===== config.mk =====
export PLATFORM = sky130hd
export DESIGN_NAME = uart_boot_loader
export DESIGN_NICKNAME = d
export VERILOG_FILES = /design/src/rtl/uart_boot_loader.sv
export SDC_FILE = /design/constraint.sdc
export NUM_CORES = 1
export LEC_CHECK = 0
export CAP_MARGIN = 30
export CORE_MARGIN = 3
export CORE_UTILIZATION = 50
export DETAILED_ROUTE_END_ITERATION = 10
export GPL_TIMING_DRIVEN = 0
export PLACE_DENSITY = 0.78
export SYNTH_ARGS = -nofsm -noshare
export SYNTH_HDL_FRONTEND = slang
export SYNTH_SLANG_ARGS = --single-unit

===== constraint.sdc =====
create_clock -name clk -period 2.7 [get_ports clk]
set_input_delay 0.54 -clock clk [delete_from_list [all_inputs] [get_ports clk]]
set_output_delay 0.54 -clock clk [all_outputs]
set_load 0.01 [all_outputs]

===== src/rtl/uart_boot_loader.sv =====
// UART (8N1) boot loader: receives a sync/length/payload frame, writes it into instruction
// memory, and holds the core in reset until the image is in. Optional macro: BOOT_CHECKSUM_EN.
module uart_boot_loader #(
  parameter int         CLKS_PER_BIT = 16,
  parameter int         IMEM_AW      = 8,
  parameter logic [7:0] SYNC_BYTE    = 8'hA5
) (
  input  logic               clk,
  input  logic               reset,
  input  logic               rx,
  output logic               imem_we,
  output logic [IMEM_AW-1:0] imem_waddr,
  output logic [31:0]        imem_wdata,
  output logic               cpu_reset,
  output logic               boot_done,
  output logic               boot_err
);

  localparam int               CNT_W    = $clog2(CLKS_PER_BIT);
  localparam logic [CNT_W-1:0] HALF_M1  = CNT_W'(CLKS_PER_BIT / 2 - 1);
  localparam logic [CNT_W-1:0] FULL_M1  = CNT_W'(CLKS_PER_BIT - 1);
  localparam logic [16:0]      CAPACITY = 17'(1) << IMEM_AW;

  typedef enum logic [1:0] {RX_IDLE, RX_START, RX_DATA, RX_STOP} rx_state_t;

  typedef enum logic [2:0] {
    WAIT_SYNC,
    LEN_LO,
    LEN_HI,
    DATA,
`ifdef BOOT_CHECKSUM_EN
    CHK,
`endif
    DONE,
    ERR
  } ld_state_t;

  // ---------------------------------------------------------------- UART RX
  logic             r_rx_meta;
  logic             r_rx_sync;
  logic             r_rx_prev;
  rx_state_t        r_rx_state;
  logic [CNT_W-1:0] r_clk_cnt;
  logic [2:0]       r_bit_idx;
  logic [7:0]       r_shift;
  logic             r_byte_valid;
  logic             r_frame_err;
  logic [7:0]       w_byte;

  // NOTE: sequential state always uses non-blocking assignments so every flop samples
  // pre-edge values; the synchronizer chain depends on this to stay two flops deep.
  always_ff @(posedge clk) begin
    if (reset) begin
      r_rx_meta <= 1'b1;
      r_rx_sync <= 1'b1;
      r_rx_prev <= 1'b1;
    end else begin
      r_rx_meta <= rx;
      r_rx_sync <= r_rx_meta;
      r_rx_prev <= r_rx_sync;
    end
  end

  always_ff @(posedge clk) begin
    if (reset) begin
      r_rx_state   <= RX_IDLE;
      r_clk_cnt    <= '0;
      r_bit_idx    <= '0;
      r_shift      <= '0;
      r_byte_valid <= 1'b0;
      r_frame_err  <= 1'b0;
    end else begin
      r_byte_valid <= 1'b0;
      r_frame_err  <= 1'b0;
      case (r_rx_state)
        RX_IDLE: begin
          if (r_rx_prev && !r_rx_sync) begin
            r_rx_state <= RX_START;
            r_clk_cnt  <= '0;
          end
        end
        RX_START: begin
          // Mid start bit: a line back high means the edge was a glitch.
          if (r_clk_cnt == HALF_M1) begin
            r_clk_cnt <= '0;
            if (r_rx_sync) begin
              r_rx_state <= RX_IDLE;
            end else begin
              r_rx_state <= RX_DATA;
              r_bit_idx  <= '0;
            end
          end else begin
            r_clk_cnt <= r_clk_cnt + 1'b1;
          end
        end
        RX_DATA: begin
          if (r_clk_cnt == FULL_M1) begin
            r_clk_cnt <= '0;
            r_shift   <= {r_rx_sync, r_shift[7:1]};
            if (r_bit_idx == 3'd7) begin
              r_rx_state <= RX_STOP;
            end else begin
              r_bit_idx <= r_bit_idx + 1'b1;
            end
          end else begin
            r_clk_cnt <= r_clk_cnt + 1'b1;
          end
        end
        RX_STOP: begin
          if (r_clk_cnt == FULL_M1) begin
            r_clk_cnt  <= '0;
            r_rx_state <= RX_IDLE;
            if (r_rx_sync) begin
              r_byte_valid <= 1'b1;
            end else begin
              r_frame_err <= 1'b1;
            end
          end else begin
            r_clk_cnt <= r_clk_cnt + 1'b1;
          end
        end
        default: r_rx_state <= RX_IDLE;
      endcase
    end
  end

  // The shift register holds still until the next start bit, so it doubles as the byte output.
  assign w_byte = r_shift;

  // ---------------------------------------------------------------- Loader FSM
  ld_state_t        r_state;
  logic [15:0]      r_len;
  logic [1:0]       r_byte_idx;
  logic [IMEM_AW:0] r_word_idx;
  logic [23:0]      r_asm;
  logic             r_we;
  logic [IMEM_AW-1:0] r_waddr;
  logic [31:0]      r_wdata;
  logic             r_cpu_reset;
  logic             r_boot_done;
  logic             r_boot_err;
`ifdef BOOT_CHECKSUM_EN
  logic [7:0]       r_chk;
`endif
  logic [15:0]      w_len_full;

  assign w_len_full = {w_byte, r_len[7:0]};

  always_ff @(posedge clk) begin
    if (reset) begin
      r_state     <= WAIT_SYNC;
      r_len       <= '0;
      r_byte_idx  <= '0;
      r_word_idx  <= '0;
      r_asm       <= '0;
      r_we        <= 1'b0;
      r_waddr     <= '0;
      r_wdata     <= '0;
      r_cpu_reset <= 1'b1;
      r_boot_done <= 1'b0;
      r_boot_err  <= 1'b0;
`ifdef BOOT_CHECKSUM_EN
      r_chk       <= '0;
`endif
    end else begin
      r_we <= 1'b0;
      if (r_frame_err && r_state != WAIT_SYNC && r_state != DONE && r_state != ERR) begin
        r_state <= ERR;
      end else begin
        case (r_state)
          WAIT_SYNC: begin
            if (r_byte_valid && w_byte == SYNC_BYTE) begin
              r_state    <= LEN_LO;
              r_byte_idx <= '0;
              r_word_idx <= '0;
`ifdef BOOT_CHECKSUM_EN
              r_chk      <= '0;
`endif
            end
          end
          LEN_LO: begin
            if (r_byte_valid) begin
              r_len[7:0] <= w_byte;
              r_state    <= LEN_HI;
            end
          end
          LEN_HI: begin
            if (r_byte_valid) begin
              r_len[15:8] <= w_byte;
              if (w_len_full == 16'd0) begin
`ifdef BOOT_CHECKSUM_EN
                r_state <= CHK;
`else
                r_state <= DONE;
`endif
              end else if (17'(w_len_full) > CAPACITY) begin
                r_state <= ERR;
              end else begin
                r_state <= DATA;
              end
            end
          end
          DATA: begin
            if (r_byte_valid) begin
`ifdef BOOT_CHECKSUM_EN
              r_chk <= r_chk ^ w_byte;
`endif
              r_byte_idx <= r_byte_idx + 1'b1;
              if (r_byte_idx == 2'd3) begin
                r_we       <= 1'b1;
                r_wdata    <= {w_byte, r_asm};
                r_waddr    <= r_word_idx[IMEM_AW-1:0];
                r_word_idx <= r_word_idx + 1'b1;
                if (16'(r_word_idx) == r_len - 16'd1) begin
`ifdef BOOT_CHECKSUM_EN
                  r_state <= CHK;
`else
                  r_state <= DONE;
`endif
                end
              end else begin
                r_asm[{r_byte_idx, 3'b000} +: 8] <= w_byte;
              end
            end
          end
`ifdef BOOT_CHECKSUM_EN
          CHK: begin
            if (r_byte_valid) begin
              r_state <= (w_byte == r_chk) ? DONE : ERR;
            end
          end
`endif
          DONE: begin
            r_cpu_reset <= 1'b0;
            r_boot_done <= 1'b1;
          end
          ERR: begin
            // Sticky until reset; the core stays held.
            r_boot_err  <= 1'b1;
            r_cpu_reset <= 1'b1;
          end
          default: r_state <= ERR;
        endcase
      end
    end
  end

  assign imem_we    = r_we;
  assign imem_waddr = r_waddr;
  assign imem_wdata = r_wdata;
  assign cpu_reset  = r_cpu_reset;
  assign boot_done  = r_boot_done;
  assign boot_err   = r_boot_err;

endmodule

==> impl_metrics.py, run 1 <==
metrics = {
    "global_route": {
        "grt-ovfl-total": 0,
        "grt_usage_pct": 24.0,
        "grt_pass1_wl_um": 22200,
        "grt_pass1_vias": 4666,
        "grt_max_degree": 17,
        "antenna_found_initial": 0,
    },
    "floorplan": {
        "dieArea_mm2": 0.0118,
        "num_io_pins": 47,
        "start_util_pct": 52.6,
        "die_w_um": 109,
        "rows": 36,
        "coreArea_mm2": 0.0100,
        "fp.dieH_um": 109,
    },
    "cells_and_area": {
        "nNetsFinal": 718,
        "multi_input_area_mm2": 0.00267,
        "n_fill_cell": 832,
        "final_util_pct": 64.5,
        "diodes": 0,
        "layout-drive-gt1-share_pct": 7.95,
        "synthToLayoutAreaGrowth_pct": 22.6,
        "final_common_cell": "nand2_1",
        "seqCellArea_mm2": 0.00240,
        "final_area_mm2": 0.00648,
        "layout_common_cells": "nand2_1 (123), dfxtp_1 (120), a21oi_1 (83)",
    },
    "sta": {
        "worst_clock_skew_ps": 11.4,
        "worstMarginPinSlew_ps": 1000,
        "fmax_mhz": 393,
        "fin_setup_tns_ps": 0,
        "fin_hold_ws_ps": 426,
        "maxSlewHeadroom_pct": 33.1,
        "fin_crit_ps": 2540,
        "rsz0062_at_grt": "no",
        "finalHoldViolCount": 0,
        "slew_violations": 0,
        "finalSetupViolCount": 0,
        "period_share_pct": 94.2,
    },
    "synthesis": {
        "syn_inst": 640,
        "synth_area_per_cell_um2": 8.26,
        "synth-edff-count": 0,
        "netlist_area_mm2": 0.00529,
        "synthesis.nets": 654,
        "async_flop_share_pct": 0,
        "ys.flop_type": "dfxtp_1",
        "yosysUniqueCellTypes": 63,
        "yosys_warnings": 0,
        "synth-seq-area-share_pct": 45.4,
        "synth-seq-cells": 120,
    },
    "setup_path": {
        "cp_num_buf_inv": 2,
        "cp_max_fo": 10,
        "worstPathArrival_ps": 2990,
        "cp-end-kind": "flip-flop",
        "worst-setup-path-type": "reg2reg",
        "slowest_stage": "clkbuf_1",
        "cp.required_ps": 3150,
        "path_cells": "clkbuf_1, and4_1, and4_1, o211ai_1, nor2_1, clkbuf_1, nand2_1, a21oi_1",
        "slowest_delay_ps": 500,
        "critPathTopFamily": "simple AND/OR/NAND/NOR gates",
        "cp-start-kind": "flip-flop",
    },
    "cts": {
        "clk_pin_slew_ps": 60,
        "numCtsBuffers": 17,
        "worstSkewPairLatency_ps": 530,
        "root_buffer": "clkbuf_8",
        "cts_tree": "yes",
        "htree_levels": 4,
        "clk_path_buf_depth": 2,
        "cts_setup_buffers": 0,
        "clkSinkCount": 120,
    },
    "min_path": {
        "hp-class": "reg2reg",
    },
    "drt": {
        "vias": 4830,
        "drt_pass1_iterations": 5,
        "routed_wirelength_um": 13700,
        "routedWlPerCell_um": 16.1,
        "vias_per_cell": 5.68,
        "drt_iter0_drc": 465,
        "drtAntennaViolNets": 0,
        "drc": 0,
    },
    "pwr": {
        "peakVddDrop_mv": 0.428,
        "p_per_area_mw_per_mm2": 629,
        "p_leak_nw": 2.23,
        "total_power_mw": 4.08,
    },
    "outcome": {
        "status": "finished, final reports clean",
    },
    "placement": {
        "dpl_cell_area_mm2": 0.00590,
        "port_buffers": 45,
        "gp_congestion": 0.926,
        "dp_hpwl_um": 9180,
    },
    "run": {
        "max-cap-violations": 0,
    },
}
per-layer routing:
layer / global-route usage, % / vias to the layer above / wire [um]
li1: - / 2330 / -
met1: 30.9 / 2260 / 5880
met2: 38.7 / 195 / 6360
met3: 5.80 / 45 / 1020
met4: 10.3 / 0 / 453
met5: 0 / - / 0
final cells by class:
type,count,share of cell area [%]
multi-input combinational,465,41.3
buffer,43,2.68
sequential,120,37.1
clock buffer,18,6.45
inverter,12,0.695
clock inverter,14,2.32
tap,133,2.57
timing repair buffer,45,6.95
power breakdown:
group / switching, mW / internal [mW] / leakage, nW
clock: 0.855 / 1.32 / 0.272
sequential: 0.00480 / 1.78 / 0.967
combinational: 0.0818 / 0.0405 / 0.987
total: 0.941 / 3.13 / 2.23
metrics by stage:
| step | setup slack, ps | instances |
|---|---|---|
| 2_1_floorplan | 605 | 640 |
| 3_3_place_gp | 211 | 818 |
| 3_5_place_dp | 144 | 818 |
| 4_1_cts | 118 | 850 |
| 5_1_grt | 8.62 | 850 |
| 6_report | 157 | 850 |
synth_stat cells (5+ instances only):
cell type  number  share of area (%)
clkbuf_1       34                2.4
a21oi_1        83                7.9
xnor2_1        13                2.2
xor2_1          5               0.83
inv_1          12               0.85
nor3b_1         6               0.85
o21ai_0         9               0.85
ha_1           11                2.6
nor3_1          8               0.76
dfxtp_1       120                 45
nor2b_1         7               0.83
mux2i_1        24                4.5
nand3_1        33                3.1
and2_1          6               0.71
nand2_1       123                8.7
nor2_1         62                4.4
cells by family after synthesis:
family          share of synthesized area [%]
buf+inv                                  4.09
compound gates                           14.0
xor+xnor                                 2.98
mux                                      4.83
simple gates                             26.1
flops                                    45.4
fa+ha+maj                                2.60
what timing repair did:
action / CTS / global route
resized for setup: 0 / 5
endpoints found under the hold margin: 0 / 0
endpoints found under the setup margin: 0 / 13
hold buffers: 0 / 0
flip-flops by register name, indices dropped and copies added (netlist names), 2 cells and up, named ones only:
register    count
imem_waddr      8
imem_wdata     32
r_asm          24
r_bit_idx       3
r_byte_idx      2
r_clk_cnt       4
r_len          16
r_shift         8
r_state         3
r_word_idx      9
path summary, 6_finish.rpt:
kind	depth (start not counted)	slack [ps]	start	to
max	8	160	r_shift[7]	imem_wdata[11]
min	1	430	r_rx_meta	r_rx_sync
max reg2reg	8	160	r_shift[7]	imem_wdata[11]
min reg2reg	1	430	r_rx_meta	r_rx_sync
Note: power is estimated with default switching activity, not from simulation.
==> run 2, diff against run 1 <==
--- a/config.mk
+++ b/config.mk
@@ -7,10 +7,10 @@
 export LEC_CHECK = 0
 export CAP_MARGIN = 30
 export CORE_MARGIN = 3
-export CORE_UTILIZATION = 50
+export CORE_UTILIZATION = 35
 export DETAILED_ROUTE_END_ITERATION = 10
 export GPL_TIMING_DRIVEN = 0
-export PLACE_DENSITY = 0.78
+export PLACE_DENSITY = 0.6
 export SYNTH_ARGS = -nofsm -noshare
 export SYNTH_HDL_FRONTEND = slang
 export SYNTH_SLANG_ARGS = --single-unit
==> impl_metrics.py, run 2 (same netlist as run 1, synthesis figures left out) <==
metrics = {
    "setup_path": {
        "cp-start-kind": "flip-flop",
        "worst-setup-path-type": "reg2reg",
        "cp.required_ps": 3050,
        "worstPathArrival_ps": 2790,
        "cp-end-kind": "flip-flop",
        "cp_max_fo": 10,
    },
    "cts": {
        "clk_path_buf_depth": 2,
        "cts_setup_buffers": 0,
        "postCtsResizedCells": 0,
        "cts_tree": "yes",
        "clkSinkCount": 120,
        "ctsHoldBuffers": 0,
        "worstSkewPairLatency_ps": 420,
        "clk_pin_slew_ps": 60,
        "htree_levels": 4,
        "root_buffer": "clkbuf_16",
        "numCtsBuffers": 17,
    },
    "sta": {
        "finalSetupViolCount": 0,
        "fin_crit_ps": 2450,
        "finalHoldViolCount": 0,
        "period_share_pct": 90.7,
        "maxSlewHeadroom_pct": 38.4,
        "fin_setup_tns_ps": 0,
        "slew_violations": 0,
        "worst_clock_skew_ps": 11.0,
        "finalWorstSetupSlack_ps": 251,
        "fmax_mhz": 408,
        "worstMarginPinSlew_ps": 922,
        "rsz0062_at_grt": "no",
    },
    "placement": {
        "gp_congestion": 0.884,
        "port_buffers": 45,
        "dp_hpwl_um": 9850,
        "dpl_cell_area_mm2": 0.00597,
        "dp_slack_ps": 35.0,
    },
    "pwr": {
        "p_leak_nw": 2.24,
        "clkPwrFrac_pct": 55.2,
        "power_switching_mw": 0.929,
        "p_int_mw": 3.32,
        "p_per_area_mw_per_mm2": 645,
        "netSwitchingFraction_pct": 21.8,
        "power_frac_comb_pct": 2.9,
        "seq_power_share_pct": 41.9,
        "peakVddDrop_mv": 0.493,
    },
    "cells_and_area": {
        "diodes": 0,
        "final_common_cell": "nand2_1",
        "synthToLayoutAreaGrowth_pct": 24.7,
        "layout-drive-gt1-share_pct": 8.09,
        "largest_reg_flops": 32,
        "nNetsFinal": 718,
        "final_area_mm2": 0.00660,
        "layout_common_cells": "nand2_1 (123), dfxtp_1 (120), a21oi_1 (83)",
    },
    "floorplan": {
        "start_util_pct": 36.1,
        "die_w_um": 129,
        "rows": 44,
        "num_io_pins": 47,
        "fp.dieH_um": 129,
        "dieArea_mm2": 0.0166,
        "coreArea_mm2": 0.0146,
    },
    "drt": {
        "routedWlPerCell_um": 15.6,
        "drc": 0,
        "drtAntennaViolNets": 0,
        "vias_per_cell": 5.21,
        "drt_pass1_iterations": 5,
        "drt_iter0_drc": 340,
        "vias": 4696,
        "routed_wirelength_um": 14000,
    },
    "global_route": {
        "grt_pass1_wl_um": 22800,
        "grt_max_degree": 17,
        "grt_pass1_vias": 4587,
        "antenna_found_initial": 0,
        "grt_usage_pct": 17.2,
        "grt-ovfl-total": 0,
    },
    "outcome": {
        "status": "finished, final reports clean",
    },
    "run": {
        "max-cap-violations": 0,
    },
    "min_path": {
        "hp-class": "reg2reg",
    },
}
[run 2: worst paths after layout]
path	endpoint	slack (ps)	start	depth (start not counted)
worst max-delay path	imem_wdata[22]	250	r_shift[3]	8
worst min-delay path	r_rx_sync	420	r_rx_meta	1
worst max register to register	imem_wdata[22]	250	r_shift[3]	8
worst min register to register	r_rx_sync	420	r_rx_meta	1
[run 2: power by group through the flow]
stage	logic [mW]	clock network (mW)	registers, mW
final	0.124	2.35	1.78
after floorplan	0.0892	0	1.82
after CTS	0.123	2.37	1.78
after global routing	0.136	2.46	1.78
after global placement	0.122	0	1.82
after detailed placement	0.123	0	1.82
[run 2: cell type report]
type | instances | area, um2
buffer | 43 | 175
clock buffer | 19 | 453
clock inverter | 13 | 170
fill | 1393 | 8050
inverter | 12 | 45.0
multi-input combinational | 465 | 2670
sequential | 120 | 2400
tap | 184 | 230
timing repair buffer | 45 | 450
[run 2: through the flow]
step | instances | hold slack (ps) | utilization, % | power, mW
CTS | 901 | 420 | 45.0 | 4.27
global route | 901 | 428 | 45.0 | 4.38
finish | 901 | 415 | 45.0 | 4.25
detailed placement | 869 | 405 | 40.8 | 1.94
floorplan | 640 | 389 | - | 1.91
global placement | 869 | 398 | 40.8 | 1.94
[run 2: per-layer routing]
metal | global-route usage (%) | part of all wire [%] | vias up
met2 | 26.6 | 46 | 109
met1 | 23.6 | 48 | 2236
met3 | 4.32 | 5.0 | 17
met4 | 5.68 | 1.7 | 0
met5 | 0 | 0 | -
li1 | - | - | 2334
[run 2: worst max-delay path, stage by stage, from the launching register on]
cell and delay, ps:
dfxtp_1 290, clkbuf_1 270, nor4_4 380, and4_1 270, o211ai_1 100, nor2_1 340
clkbuf_1 430, nand2_1 140, a21oi_1 150
==> run 3, diff against run 2 <==
--- a/config.mk
+++ b/config.mk
@@ -6,11 +6,13 @@
 export NUM_CORES = 1
 export LEC_CHECK = 0
 export CAP_MARGIN = 30
-export CORE_MARGIN = 3
+export CELL_PAD_IN_SITES_DETAIL_PLACEMENT = 2
+export CELL_PAD_IN_SITES_GLOBAL_PLACEMENT = 2
+export CORE_MARGIN = 2
 export CORE_UTILIZATION = 35
 export DETAILED_ROUTE_END_ITERATION = 10
 export GPL_TIMING_DRIVEN = 0
-export PLACE_DENSITY = 0.6
+export PLACE_DENSITY = 0.87
 export SYNTH_ARGS = -nofsm -noshare
 export SYNTH_HDL_FRONTEND = slang
 export SYNTH_SLANG_ARGS = --single-unit
==> impl_metrics.py, run 3 (same netlist as run 1, synthesis figures left out) <==
metrics = {
    "cts": {
        "ctsHoldBuffers": 0,
        "htree_levels": 4,
        "clkSinkCount": 120,
        "clk_pin_slew_ps": 60,
        "cts_setup_buffers": 0,
        "root_buffer": "clkbuf_16",
        "numCtsBuffers": 17,
        "worstSkewPairLatency_ps": 420,
        "cts_tree": "yes",
        "clk_path_buf_depth": 2,
    },
    "cells_and_area": {
        "nNetsFinal": 718,
        "layout_common_cells": "nand2_1 (123), dfxtp_1 (120), a21oi_1 (83)",
        "largest_reg_flops": 32,
        "layout-drive-gt1-share_pct": 8.37,
        "final_util_pct": 44.7,
        "synthToLayoutAreaGrowth_pct": 23.8,
        "diodes": 0,
        "final_common_cell": "nand2_1",
    },
    "placement": {
        "dp_hpwl_um": 12500,
        "gp_congestion": 0.880,
        "port_buffers": 45,
    },
    "global_route": {
        "grt_max_degree": 17,
        "antenna_found_initial": 0,
        "grt_pass1_wl_um": 30000,
        "grt_usage_pct": 24.0,
        "grt_pass1_vias": 5597,
        "grt-ovfl-total": 0,
    },
    "sta": {
        "fin_crit_ps": 2550,
        "finalHoldViolCount": 0,
        "worstMarginPinSlew_ps": 1080,
        "period_share_pct": 94.5,
        "worst_clock_skew_ps": 8.06,
        "finalSetupViolCount": 0,
        "slew_violations": 0,
        "maxSlewHeadroom_pct": 27.8,
        "fmax_mhz": 392,
    },
    "setup_path": {
        "worstPathArrival_ps": 2880,
        "reg2regPathDepth": 8,
        "worst-setup-path-type": "reg2reg",
        "rr_endpoint": "imem_wdata[3]",
        "cp-start-kind": "flip-flop",
        "cp_max_fo": 10,
        "r2r_slack_ps": 150,
        "cp-end-kind": "flip-flop",
        "crit-reg2reg-launch": "r_shift[3]",
        "cp.required_ps": 3030,
    },
    "floorplan": {
        "fp.dieH_um": 127,
        "die_w_um": 127,
        "coreArea_mm2": 0.0146,
        "rows": 44,
        "num_io_pins": 47,
        "start_util_pct": 36.1,
        "dieArea_mm2": 0.0161,
    },
    "drt": {
        "drtAntennaViolNets": 0,
        "vias": 4894,
        "vias_per_cell": 5.43,
        "drc": 0,
        "routedWlPerCell_um": 20.8,
        "drt_iter0_drc": 225,
        "routed_wirelength_um": 18700,
        "drt_pass1_iterations": 4,
    },
    "pwr": {
        "seq_power_share_pct": 43.6,
        "p_int_mw": 3.17,
        "p_leak_nw": 2.25,
        "clkPwrFrac_pct": 53.2,
        "p_per_area_mw_per_mm2": 626,
        "power_frac_comb_pct": 3.2,
        "netSwitchingFraction_pct": 22.5,
        "total_power_mw": 4.09,
        "peakVddDrop_mv": 0.434,
        "power_switching_mw": 0.921,
    },
    "min_path": {
        "worstHoldPathCells": 1,
        "hold_path_end": "r_rx_sync",
        "min_from": "r_rx_meta",
        "hp-class": "reg2reg",
    },
    "outcome": {
        "status": "finished, final reports clean",
    },
    "run": {
        "max-cap-violations": 0,
    },
}
## run 3: cell types whose count changed in the layout (fill, tap and decap cells not counted)
cell,delta
bufinv_16,-2
clkbuf_1,-1
clkbuf_2,+4
clkbuf_8,+2
clkinv_2,+5
clkinv_4,-2
clkinvlp_4,-4
inv_6,-2
nor3b_1,-1
nor3b_2,+1
## run 3: worst max-delay path by stage
stage / start / endpoint / slack [ps] / cells past startpoint
3_3_place_gp: r_shift[5] / imem_wdata[29] / -20 / 8
5_1_grt: r_shift[3] / imem_wdata[17] / -1 / 8
4_1_cts: r_shift[3] / imem_waddr[7] / 10 / 8
3_5_place_dp: r_shift[2] / imem_wdata[13] / -140 / 8
6_report: r_shift[3] / imem_wdata[3] / 150 / 8
2_1_floorplan: r_len[0] / r_state[0] / 600 / 7
## run 3: area by class of cell
class | count | area, um2
clock buffers | 24 | 492
plain buffers | 43 | 180
fillers | 1631 | 8100
well taps | 184 | 230
multi-input cells | 465 | 2670
inverters | 12 | 45.0
clock inverters | 8 | 70.1
flip-flops and latches | 120 | 2400
repair buffers | 45 | 450
## run 3: critical path, cell delays in order, from the launching register on
cell and delay, ps:
dfxtp_1 310, clkbuf_1 330, nor4_4 420, and4_1 290, o211ai_1 110, nor2_1 410
clkbuf_2 310, nand2_1 90, a21oi_1 180
## run 3: stage by stage
| stage | TNS (ps) | instances | hold slack [ps] | area [um2] | worst slack (ps) |
|---|---|---|---|---|---|
| after global placement | -97.1 | 869 | 396 | 5970 | -22.8 |
| after detailed placement | -1840 | 869 | 397 | 5970 | -138 |
| after global routing | -1.47 | 901 | 445 | 6540 | -1.47 |
| after floorplan | 0 | 640 | 389 | 5290 | 605 |
| final | 0 | 901 | 414 | 6540 | 148 |
| after CTS | 0 | 901 | 417 | 6540 | 13.7 |
## run 3: per-layer routing
metal	up-vias	global-route usage [%]	part of all wire, %
met5	-	0	0
met4	0	8.47	2.1
met3	32	4.85	2.6
met2	73	43.5	52
met1	2465	28.1	44
li1	2324	-	-
## run 3: what timing repair did
action                                  4_1_cts  5_1_grt
pin swaps                                     0        0
cloned                                        0        0
resized for setup                             4        7
hold endpoints to repair                      0        0
endpoints found under the setup margin       40       52
## run 3: power groups by stage
stage	Clock [mW]	Combinational (mW)	Sequential (mW)
4_1_cts	2.22	0.132	1.78
3_5_place_dp	0	0.129	1.82
3_3_place_gp	0	0.122	1.82
6_report	2.18	0.133	1.78
2_1_floorplan	0	0.0892	1.82
5_1_grt	2.30	0.143	1.78
